--- src/rtl/midi_pkg.sv ---
// Shared types and constants for the MIDI voice allocator.
package midi_pkg;

    typedef struct packed {
        logic [7:0] status;
        logic [6:0] data1;
        logic [6:0] data2;
        logic [1:0] count;
    } midi_msg_t;

    typedef enum logic [1:0] {IDLE, DECODE, SCAN, COMMIT} alloc_state_t;

    typedef enum logic [1:0] {MSG_NONE, MSG_NOTE_ON, MSG_NOTE_OFF, MSG_ALL_OFF} msg_kind_t;

    localparam logic [3:0] MIDI_NOTE_OFF    = 4'h8;
    localparam logic [3:0] MIDI_NOTE_ON     = 4'h9;
    localparam logic [3:0] MIDI_CC          = 4'hB;
    localparam logic [6:0] CC_ALL_SOUND_OFF = 7'd120;
    localparam logic [6:0] CC_ALL_NOTES_OFF = 7'd123;

endpackage

--- src/rtl/midi_msg_decode.sv ---
// Classifies a snapshotted MIDI message into none / note on / note off / all off.
// Define MIDI_VOICE_ALLOFF_EN to recognise CC 120/123 as all off.
module midi_msg_decode
    import midi_pkg::*;
#(
    parameter int unsigned CHANNEL = 0,
    parameter int unsigned OMNI    = 0
) (
    input  logic [7:0] status,
    input  logic [6:0] data1,
    input  logic [6:0] data2,
    input  logic [1:0] count,
    output logic [1:0] kind
);

    logic chan_ok;

    assign chan_ok = (OMNI != 0) || (status[3:0] == 4'(CHANNEL));

`ifndef MIDI_VOICE_ALLOFF_EN
    logic unused_data1;
    assign unused_data1 = ^data1;
`endif

    always_comb begin
        kind = MSG_NONE;
        if (chan_ok && count == 2'd3) begin
            case (status[7:4])
                // Note On with zero velocity is a Note Off by MIDI convention
                MIDI_NOTE_ON:  kind = (data2 != 7'd0) ? MSG_NOTE_ON : MSG_NOTE_OFF;
                MIDI_NOTE_OFF: kind = MSG_NOTE_OFF;
`ifdef MIDI_VOICE_ALLOFF_EN
                MIDI_CC: begin
                    if (data1 == CC_ALL_SOUND_OFF || data1 == CC_ALL_NOTES_OFF) begin
                        kind = MSG_ALL_OFF;
                    end
                end
`endif
                default:       kind = MSG_NONE;
            endcase
        end
    end

endmodule

--- src/rtl/midi_voice_alloc.sv ---
// Note On/Off voice allocator: match first, then free voice, then steal the oldest.
// Define MIDI_VOICE_ALLOFF_EN to release all voices on CC 120/123.
module midi_voice_alloc
    import midi_pkg::*;
#(
    parameter int unsigned NUM_VOICES = 4,
    parameter int unsigned CHANNEL    = 0,
    parameter int unsigned OMNI       = 0
) (
    input  logic                      baud_clk,
    input  logic                      rst,
    input  logic                      completed,
    input  logic [7:0]                status_in,
    input  logic [7:0]                data1_in,
    input  logic [7:0]                data2_in,
    input  logic [1:0]                bytes_cnt_in,
    output logic [NUM_VOICES-1:0]     voice_gate,
    output logic [NUM_VOICES-1:0]     voice_trig,
    output logic [7*NUM_VOICES-1:0]   voice_note,
    output logic [7*NUM_VOICES-1:0]   voice_vel,
    output logic                      busy,
    output logic                      overrun
);

    localparam int unsigned IDX_W = (NUM_VOICES > 1) ? $clog2(NUM_VOICES) : 1;
    localparam logic [IDX_W-1:0] LAST_IDX = IDX_W'(NUM_VOICES - 1);

    alloc_state_t          state;
    midi_msg_t             msg_q;
    logic                  completed_q;
    logic                  accept;
    logic [1:0]            kind;
    logic [NUM_VOICES-1:0] gate_q;
    logic [NUM_VOICES-1:0] trig_q;
    logic [6:0]            note_q [NUM_VOICES];
    logic [6:0]            vel_q  [NUM_VOICES];
    logic [7:0]            age_q  [NUM_VOICES];
    logic [IDX_W-1:0]      idx_q;
    logic [IDX_W-1:0]      match_idx_q;
    logic [IDX_W-1:0]      free_idx_q;
    logic [IDX_W-1:0]      oldest_idx_q;
    logic [IDX_W-1:0]      target;
    logic [7:0]            oldest_age_q;
    logic                  match_found_q;
    logic                  free_found_q;
    logic                  overrun_q;
    logic                  unused_msb;

    assign unused_msb = data1_in[7] ^ data2_in[7];
    assign accept     = completed && !completed_q;

    midi_msg_decode #(
        .CHANNEL (CHANNEL),
        .OMNI    (OMNI)
    ) u_decode (
        .status (msg_q.status),
        .data1  (msg_q.data1),
        .data2  (msg_q.data2),
        .count  (msg_q.count),
        .kind   (kind)
    );

    always_comb begin
        if (match_found_q) begin
            target = match_idx_q;
        end else if (free_found_q) begin
            target = free_idx_q;
        end else begin
            target = oldest_idx_q;
        end
    end

    always_ff @(posedge baud_clk or posedge rst) begin
        if (rst) begin
            state         <= IDLE;
            msg_q         <= '0;
            completed_q   <= 1'b0;
            gate_q        <= '0;
            trig_q        <= '0;
            idx_q         <= '0;
            match_idx_q   <= '0;
            free_idx_q    <= '0;
            oldest_idx_q  <= '0;
            oldest_age_q  <= '0;
            match_found_q <= 1'b0;
            free_found_q  <= 1'b0;
            overrun_q     <= 1'b0;
            for (int i = 0; i < int'(NUM_VOICES); i++) begin
                note_q[i] <= '0;
                vel_q[i]  <= '0;
                age_q[i]  <= '0;
            end
        end else begin
            completed_q <= completed;
            trig_q      <= '0;
            overrun_q   <= accept && (state != IDLE);
            case (state)
                IDLE: begin
                    if (accept) begin
                        msg_q.status <= status_in;
                        msg_q.data1  <= data1_in[6:0];
                        msg_q.data2  <= data2_in[6:0];
                        msg_q.count  <= bytes_cnt_in;
                        state        <= DECODE;
                    end
                end
                DECODE: begin
                    idx_q         <= '0;
                    match_found_q <= 1'b0;
                    free_found_q  <= 1'b0;
                    case (kind)
                        MSG_NOTE_ON, MSG_NOTE_OFF: state <= SCAN;
                        MSG_ALL_OFF:               state <= COMMIT;
                        default:                   state <= IDLE;
                    endcase
                end
                SCAN: begin
                    if (!match_found_q && gate_q[idx_q] && note_q[idx_q] == msg_q.data1) begin
                        match_found_q <= 1'b1;
                        match_idx_q   <= idx_q;
                    end
                    if (!free_found_q && !gate_q[idx_q]) begin
                        free_found_q <= 1'b1;
                        free_idx_q   <= idx_q;
                    end
                    // strict compare keeps the lowest index on equal ages
                    if (idx_q == '0 || age_q[idx_q] > oldest_age_q) begin
                        oldest_idx_q <= idx_q;
                        oldest_age_q <= age_q[idx_q];
                    end
                    if (idx_q == LAST_IDX) begin
                        state <= COMMIT;
                    end else begin
                        idx_q <= idx_q + 1'b1;
                    end
                end
                COMMIT: begin
                    state <= IDLE;
                    case (kind)
                        MSG_NOTE_OFF: begin
                            if (match_found_q) gate_q[match_idx_q] <= 1'b0;
                        end
                        MSG_NOTE_ON: begin
                            for (int i = 0; i < int'(NUM_VOICES); i++) begin
                                if (IDX_W'(i) == target) begin
                                    note_q[i] <= msg_q.data1;
                                    vel_q[i]  <= msg_q.data2;
                                    age_q[i]  <= 8'd0;
                                    gate_q[i] <= 1'b1;
                                    trig_q[i] <= 1'b1;
                                end else if (gate_q[i] && age_q[i] != 8'hFF) begin
                                    age_q[i] <= age_q[i] + 8'd1;
                                end
                            end
                        end
                        MSG_ALL_OFF: begin
                            gate_q <= '0;
                            for (int i = 0; i < int'(NUM_VOICES); i++) age_q[i] <= 8'd0;
                        end
                        default: ;
                    endcase
                end
                default: state <= IDLE;
            endcase
        end
    end

    for (genvar g = 0; g < NUM_VOICES; g++) begin : g_pack
        assign voice_note[7*g +: 7] = note_q[g];
        assign voice_vel[7*g +: 7]  = vel_q[g];
    end

    assign voice_gate = gate_q;
    assign voice_trig = trig_q;
    assign busy       = (state != IDLE);
    assign overrun    = overrun_q;

endmodule

--- config.mk ---
export PLATFORM = sky130hd
export DESIGN_NAME = midi_voice_alloc
export DESIGN_NICKNAME = d
export VERILOG_FILES = /design/src/rtl/midi_pkg.sv /design/src/rtl/midi_msg_decode.sv /design/src/rtl/midi_voice_alloc.sv
export SDC_FILE = /design/constraint.sdc
export NUM_CORES = 1
export LEC_CHECK = 0
export BUFFER_PORTS_ARGS = -buffer_cell sky130_fd_sc_hd__buf_2
export CORE_ASPECT_RATIO = 0.8
export CORE_MARGIN = 2
export CORE_UTILIZATION = 45
export DETAILED_ROUTE_END_ITERATION = 6
export GPL_TIMING_DRIVEN = 0
export PLACE_DENSITY = 0.74
export SETUP_SLACK_MARGIN = 0.02
export SLEW_MARGIN = 10
export SYNTH_ARGS = -nofsm -noshare
export SYNTH_HDL_FRONTEND = slang
export SYNTH_SLANG_ARGS = --single-unit
--- constraint.sdc ---
create_clock -name baud_clk -period 5.35 [get_ports baud_clk]
set_clock_uncertainty 0.1 [all_clocks]
set_input_delay 0.535 -clock baud_clk [delete_from_list [all_inputs] [get_ports baud_clk]]
set_output_delay 0.535 -clock baud_clk [all_outputs]
set_load 0.05 [all_outputs]
Yosys cells after proc, flatten, opt, wreduce, memory -nomap -nowiden. Cells that the tools add are included.

Bitwise logic cells: 3. Reductions and logical operators: 46. Add/sub/neg operators: 5. Multiplexer cells: 46. Eq/ne operators: 32. $lt $le $gt $ge: 5.

Operator list (count): $mux 8 (10); $pmux 32 s2 (1); $add 8x1->8 const B (4); $ne 8x8->1 const B (4); $reduce_and 3->1 (8); $ne 2x2->1 const B (10); $bmux 8 s2 (1); $reduce_and 2->1 (8); $reduce_and 4->1 (4); $bmux 7 s2 (1); $mux 2 (7); $mux 7 (2); $eq 2x2->1 const B (6); $mux 1 (12); $mux 4 (3); $ne 3x3->1 const B (4); $pmux 2 s2 (3); $pmux 4 s3 (1); $logic_and 1x1->1 (11); $eq 4x4->1 const B (2); $gt 8x8->1 (1); $pmux 2 s4 (1); $eq 7x7->1 (1); $reduce_bool 7->1 (1); 20 further kinds (31).

Bits in registers: 142. Word-level logic and storage cells: 168. Input port bits: 29. Output and inout port bits: 66.

Longest topological paths before layout. Gate-level depths: netlist (run 1).

Depth in word-level cells: 8. Mapped depth: 12.

Cells and area by module. Synthesis (run 1) repeated with hierarchy kept, for this count alone.

Cells, all modules: 542. Area total of the unflattened synthesis: 6839.1 um2.

Modules (own cells, without submodules): midi_voice_alloc (instances 1, area each 6785.3 um2, cells each 535); midi_msg_decode (instances 1, area each 53.8 um2, cells each 7).

Worst setup path before layout (run 1). No wires, ideal clock.

Path type: register to register. Start point: register idx_q[0]. End point: register oldest_age_q[0]. Stages on the path, launching flop included: 12. Arrival time: 3311 ps. Setup slack: 1814 ps. Period minus slack after synthesis: 3536 ps. Data required time: 5125 ps. Cells stage by stage: dfrtp_1 > buf_2 > buf_4 > buf_1 > mux4_2 > ha_1 > nor2b_1 > o21a_1 > o21ai_0 > a21oi_1 > o21ai_1 > mux2_2.

Longest elaborated chain between the ends: 7. Elaborated cells on any way between the ends: 8.

Ends and longest elaborated chain: from (decl) (line midi_voice_alloc.sv:38) `logic [IDX_W-1:0] idx_q;`; from (signal assigned) (line midi_voice_alloc.sv:134) `idx_q <= idx_q + 1'b1;`; $not 2->3 (implied by the code) (line midi_voice_alloc.sv:127, midi_voice_alloc.sv:129); $bmux 8 s2 (line midi_voice_alloc.sv:127, midi_voice_alloc.sv:129); $mux 8 (implied by the code) (2 in series) (line midi_voice_alloc.sv:127, midi_voice_alloc.sv:129); $gt 8x8->1 (line midi_voice_alloc.sv:127) `if (idx_q == '0 || age_q[idx_q] > oldest_age_q) begin`; $logic_or 1x1->1 (line midi_voice_alloc.sv:127); $reduce_and 2->1 (no source line); to (signal assigned) (line midi_voice_alloc.sv:129) `oldest_age_q <= age_q[idx_q];`; to (decl) (line midi_voice_alloc.sv:43) `logic [7:0] oldest_age_q;`.

Several ways; a longest one is shown, not always the timed one. The select of a mux whose other input is x is not followed. A chain may end at the register's enable or synchronous reset.

Worst setup path after layout (run 1).
Start point: register idx_q[1]. End point: register oldest_age_q[5].

Same word-level chain as after synthesis.

==> results of run 1 <==
[flip-flops by register name, summed over array words and instances (netlist names), 2 cells and up, named ones only]
signal,flops
age_q,32
voice_trig,4
idx_q,2
oldest_idx_q,2
voice_vel,28
free_idx_q,2
match_idx_q,2
oldest_age_q,8
voice_note,28
voice_gate,4
msg_q,24
[power groups by stage]
stage               sequential, mW  clock (mW)  combinational, mW
detailed placement            1.17           0              0.113
floorplan                     1.16           0             0.0805
global placement              1.17           0              0.105
finish                        1.16        1.17              0.110
global route                  1.16        1.23              0.123
CTS                           1.16        1.17              0.113
[per-layer routing]
metal	up-vias	part of all wire, %	track usage [%]
li1	2294	-	-
met1	2566	44	29.7
met2	187	48	35.2
met3	26	6.4	5.59
met4	0	1.5	6.33
met5	-	0	0
[path summary, 6_finish.rpt]
kind | from | to | slack [ps] | cells past startpoint
max | idx_q[1] | oldest_age_q[5] | 920 | 10
min | rst | voice_trig[3] | 130 | 2
max reg2reg | idx_q[1] | oldest_age_q[5] | 920 | 10
min reg2reg | voice_vel[1] | voice_vel[1] | 380 | 2
max in group asynchronous | rst | msg_q[10] | 4250 | 3
min in group baud_clk | completed | completed_q | 130 | 1
[cell families (layout without fill, tap and decap cells)]
logic type / count (synthesis) / in the layout / share of synthesized area [%]
compound gates: 67 / 67 / 6.27
xor+xnor: 19 / 19 / 2.48
fa+ha+maj: 14 / 14 / 2.61
simple gates: 212 / 212 / 15.2
buf+inv: 38 / 163 / 2.65
flops: 142 / 142 / 53.0
mux: 90 / 90 / 17.8
[worst max-delay path: stages (launching register included)]
cell and delay [ps]:
dfrtp_1 520, buf_1 590, clkbuf_1 510, mux4_2 440
ha_1 310, nor2b_1 140, o21a_1 160, o21ai_0 150
a21oi_1 90, o21ai_1 880, mux2_2 420
[cells in the final DEF (no fill, tap or decap), types with 4 or more instances in the layout]
cell	instances
a21oi_1	19
and2_1	4
and3_1	9
buf_2	97
clkbuf_1	8
clkbuf_16	17
dfrtp_1	142
ha_1	14
inv_1	16
inv_6	8
mux2_2	72
mux4_2	16
nand2_1	102
nand2b_1	4
nand3_1	25
nand4_1	11
nor2_1	25
nor2b_1	5
o21ai_0	23
o31ai_1	5
o41ai_1	4
or3_1	4
or4_1	5
xnor2_1	5
xor2_1	14
[area by class of cell]
| type | instances | area, um2 |
|---|---|---|
| Buffer | 20 | 108 |
| Clock buffer | 18 | 429 |
| Clock inverter | 14 | 146 |
| Fill cell | 1138 | 6390 |
| Inverter | 18 | 75.1 |
| Multi-Input combinational cell | 402 | 2970 |
| Sequential cell | 142 | 3550 |
| Tap cell | 184 | 230 |
| Timing Repair Buffer | 93 | 488 |
[stage by stage]
step,setup slack (ps),utilization (%)
after global placement,-489,51.4
after detailed placement,1010,51.6
after global routing,701,55.6
after floorplan,905,-
after CTS,960,55.6
final,917,55.6
[cells in the mapped netlist, types with 4 or more instances]
cell | n | area share, %
a21oi_1 | 19 | 1.4
and3_1 | 9 | 0.84
mux4_2 | 16 | 5.4
o21ai_0 | 23 | 1.7
and2_1 | 4 | 0.37
nand2b_1 | 4 | 0.37
nand2_1 | 102 | 5.7
ha_1 | 14 | 2.6
dfrtp_1 | 142 | 53
nor2b_1 | 5 | 0.47
xnor2_1 | 5 | 0.65
nand4_1 | 11 | 1.0
or4_1 | 5 | 0.56
or3_1 | 4 | 0.37
buf_2 | 5 | 0.37
xor2_1 | 14 | 1.8
mux2_2 | 72 | 12
o31ai_1 | 5 | 0.56
nor2_1 | 25 | 1.4
o41ai_1 | 4 | 0.52
nand3_1 | 25 | 1.9
clkbuf_1 | 7 | 0.39
inv_1 | 17 | 0.95
==> results.ini, run 1 <==
[drt]
antenna_left=0
drt_iter0_drc=570
drcViolationCount=1
routed-via-count=5073
wirelength_mm=16.8
firstDrtPassIters=7
wl_per_cell_um=18.8
routed_via_density=5.69

[finish]
nets=737
final_cells=891
drive_gt1_share_pct=33.2
syn2layout_area_growth_pct=19.4
design_area_um2=8000
diodes=0

[place]
dp_hpwl_mm=12.2
io_buffers=92
dp.cells=859
placed_area_um2=7420
gp_congestion=0.871

[setup_path]
crit_path_max_fanout=10
critPathKind=flop to flop
crit_arrival_ps=4640
worst_ep_required_time_ps=5560
crit_path_end_kind=flop
start_kind=flop

[synth]
syn_nets=625
syn_area_um2=6700
synthCells=582
yosys_warnings=0
synth_edf_count=0
ys_seq_area_share_pct=53.0
ys_async_sr_fraction_pct=100
synth-seq-cells=142
synth_flop_cell=dfrtp_1
yosys.cell_types.count=48
avgSynthCellArea_um2=11.5

[timing]
whs_ps=129
setup_viol=0
rsz0062_at_grt=no
hold_viol_final=0
worst_slew_pin_slew_ps=1140
clock.fmax_mhz=226
finalSetupTns_ps=0
relSlewSlack_pct=23.8
min_period_ps=4430
slew_viol_final=0
post-route-period-util_pct=82.9

[power_and_ir_drop]
p_int_mw=1.82
power_mw=2.43
p_per_area_nw_per_um2=304
ir_drop_mv=0.223
leakagePower_nw=3.94
combPwrFrac_pct=4.5
pwr-share-seq_pct=47.5
p_clk_share_pct=47.9
power_switching_mw=0.611
p_sw_share_pct=25.1

[die]
die_y_um=113
rows=39
core_area_um2=14400
fp.dieArea_um2=15900
ioPinCount=95
die_x_um=140
start_util_pct=46.6

[clock_network]
ctsHoldBuffers=0
cts.clk_slew.worst_paths_ps=60
cts_buffers=17
clkLatencyLatePin_ps=430
cts_resized=0
postCtsSetupBuffers=0
h-tree-depth=4
clockBufferDepth=2
clock-sinks=142
clock-root-buffer=clkbuf_16
cts_tree=built

[global_routing]
grt_max_degree=73
grt_pass1_vias=5136
grt_pass1_wl_mm=26.9
grt_overflow=0
grt_usage_pct=21.9
grt_antenna_before_repair=0

[flow_run]
cap_violations=0

[min_path]
hold_class=input pin to asynchronous set/reset pin

[run_status]
failed_checks=DRC
status=finished with violations

(Power assumes the default switching activity.)
==> run 2, diff against run 1 <==
--- a/config.mk
+++ b/config.mk
@@ -5,13 +5,14 @@
 export SDC_FILE = /design/constraint.sdc
 export NUM_CORES = 1
 export LEC_CHECK = 0
+export ABC_AREA = 1
 export BUFFER_PORTS_ARGS = -buffer_cell sky130_fd_sc_hd__buf_2
 export CORE_ASPECT_RATIO = 0.8
 export CORE_MARGIN = 2
 export CORE_UTILIZATION = 45
 export DETAILED_ROUTE_END_ITERATION = 6
 export GPL_TIMING_DRIVEN = 0
-export PLACE_DENSITY = 0.74
+export PLACE_DENSITY = 0.76
 export SETUP_SLACK_MARGIN = 0.02
 export SLEW_MARGIN = 10
 export SYNTH_ARGS = -nofsm -noshare
==> constraint.sdc (replaced) <==
create_clock -name baud_clk -period 3.76 [get_ports baud_clk]
set_clock_uncertainty 0.1 [all_clocks]
set_input_delay 0.376 -clock baud_clk [delete_from_list [all_inputs] [get_ports baud_clk]]
set_output_delay 0.376 -clock baud_clk [all_outputs]
set_load 0.05 [all_outputs]
==> results.ini, run 2 <==
[finish]
regMostFlops=age_q
diodes=0  ; unchanged
nets=1000  ; +36%
syn2layout_area_growth_pct=20.4
layout.cells.most_common=nand2_1
final_cell_mix=nand2_1, dfrtp_1, buf_2, nor2_1, nand3_1
nFillCells=1418  ; +25%
largest_reg_flops=32  ; unchanged
drive_gt1_share_pct=25.2  ; -8.1 points

[global_routing]
grt_overflow=0  ; unchanged
grt_usage_pct=23.4  ; +1.5 points
grt_pass1_vias=5881  ; +15%
grt_antenna_before_repair=0  ; unchanged
grt_pass1_wl_mm=31.0  ; +15%
grt_max_degree=37  ; -49%

[power_and_ir_drop]
power_mw=3.58  ; +47%
leakagePower_nw=4.37  ; +11%
p_per_area_nw_per_um2=414  ; +36%
ir_drop_mv=0.354  ; +59%

[drt]
drt_iter0_drc=657  ; +15%
wirelength_mm=19.3  ; +15%
wl_per_cell_um=16.3  ; -14%
antenna_left=0  ; unchanged
firstDrtPassIters=6  ; -1
drt-met1-wl_mm=8.93  ; +20%
drcViolationCount=0  ; -1
routed-wl-met3_mm=1.63  ; +52%
top_layer=met4
routed_via_density=5.34  ; -6.3%
wl_met2_mm=8.52  ; +5.9%
routed-via-count=6322  ; +25%

[timing]
relSlewSlack_pct=55.6  ; +32 points
finalSetupTns_ps=0  ; unchanged
rsz0062_at_grt=no
setup_viol=0  ; unchanged
worst_slew_pin_slew_ps=666  ; -470 ps
post-route-period-util_pct=85.1  ; +2.2 points
slew_viol_final=0  ; unchanged
clock.fmax_mhz=313  ; +39%
hold_viol_final=0  ; unchanged
min_period_ps=3200  ; -1230 ps

[run_status]
status=finished, final reports clean

[synth]
syn_area_um2=7180  ; +7.1%
synth_top_family_by_area=simple AND/OR/NAND/NOR gates
synthMuxAreaShare_pct=1.26  ; -17 points
syn_nets=883  ; +41%
synth_flop_cell=dfrtp_1
ys_seq_area_share_pct=49.5  ; -3.5 points
yosysMostFrequentCell=nand2_1
ys_async_sr_fraction_pct=100  ; unchanged
avgSynthCellArea_um2=8.55  ; -26%
yosys.cell_types.count=36  ; -25%
synth-seq-cells=142  ; unchanged
netlist.area_leader.share_pct=49.5  ; -3.5 points
synth_edf_count=0  ; unchanged
synthTopCellsByCount=nand2_1, dfrtp_1, nor2_1, nand3_1, inv_1
synthCells=840  ; +44%
synth-simple-area-share_pct=25.1  ; +9.9 points
synth_xor_area_share_pct=1.46  ; -1.0 points
synth_compound_area_share_pct=13.8  ; +7.5 points
yosys_warnings=0  ; unchanged
synth_top_cells_by_area=dfrtp_1, nand2_1, o21ai_2
synth_top_cell_by_area=dfrtp_1
synth_adder_area_share_pct=2.44  ; -0.17 points

[setup_path]
crit_path_end_kind=flop
start_kind=flop
r2r-start=idx_q[0]
crit_path_max_fanout=10  ; unchanged
critPathKind=flop to flop
worst_ep_required_time_ps=4010  ; -1550 ps
crit_arrival_ps=3450  ; -1190 ps
cp-startpoint=idx_q[0]

[clock_network]
clkLatencyLatePin_ps=420  ; about the same
cts_tree=built
clock-root-buffer=clkbuf_16
cts.clk_slew.worst_paths_ps=60  ; about the same
h-tree-depth=4  ; unchanged
clock-sinks=142  ; unchanged
cts_buffers=17  ; unchanged
cts_resized=0  ; unchanged
clockBufferDepth=2  ; unchanged

[flow_run]
cap_violations=0  ; unchanged

[place]
gp_congestion=0.901  ; +3.5%
io_buffers=92  ; unchanged
dp_hpwl_mm=13.7  ; +12%

[die]
core_area_um2=15700  ; +9.0%
fp.dieArea_um2=17000  ; +6.9%
ioPinCount=95  ; unchanged
die_y_um=117  ; +3.4%
rows=41  ; +5.1%
start_util_pct=45.7  ; -0.83 points
die_x_um=145  ; +3.4%

[min_path]
hp-start=status_in[2]
hold_class=input pin to flop

run 2: critical path, cell delays in order (launching register included):
cell and delay, ps:
dfrtp_1 340, buf_2 190, buf_2 290, clkbuf_1 440, nand2_1 110, a32oi_1 300
inv_1 80, ha_1 180, inv_1 50, a21oi_1 50, o21ai_0 140, nand2_1 60
nand2_1 50, nand2_1 60, nand2_1 70, clkbuf_1 390, nand3_1 130, nand2_1 100
run 2: report_power, final:
part | switching [mW] | leakage (nW) | total (mW) | internal (mW)
clock | 0.700 | 0.295 | 1.78 | 1.08
combinational | 0.145 | 2.16 | 0.208 | 0.0627
sequential | 0.0235 | 1.91 | 1.59 | 1.57
total | 0.869 | 4.37 | 3.58 | 2.71
run 2: metrics by stage:
stage,worst slack (ps),cells,area [um2],utilization (%),hold WS (ps)
global placement,596,1147,7910,50.4,313
CTS,594,1185,8640,55.0,83.5
global route,248,1185,8640,55.0,93.6
finish,562,1185,8640,55.0,85.4
detailed placement,615,1151,8000,51.0,339
floorplan,1310,840,7180,-,307
run 2: layout make-up:
cell class | instances | area (um2) | area share [%]
flip-flops and latches | 142 | 3550 | 41.1
clock inverters | 13 | 179 | 2.07
clock buffers | 19 | 443 | 5.13
well taps | 215 | 269 | 3.11
inverters | 61 | 233 | 2.69
multi-input cells | 603 | 3160 | 36.6
repair buffers | 98 | 568 | 6.57
plain buffers | 34 | 235 | 2.72
run 2: cell families after synthesis:
kind of cell	Yosys count
flops	142
compound gates	157
xor+xnor	12
mux	8
buf+inv	95
fa+ha+maj	14
simple gates	412
run 2: what timing repair did:
action	in CTS	in global routing
buffers inserted	0	0
endpoints found under the hold margin	25	0
hold buffers	2	0
run 2: final timing paths:
check                                  end  cells past startpoint  slack, ps
setup / recovery           oldest_age_q[0]                     17        560
hold / removal                   msg_q[18]                      2         90
setup reg to reg           oldest_age_q[0]                     17        560
hold reg to reg                    overrun                      1        350
max in group asynchronous   voice_note[17]                      5       2270
min in group asynchronous      completed_q                      3        470
run 2: per-layer routing:
metal / global-route usage, % / vias up
met5: 0 / -
met3: 5.31 / 24
li1: - / 2984
met1: 34.5 / 3032
met4: 6.73 / 0
met2: 34.7 / 282
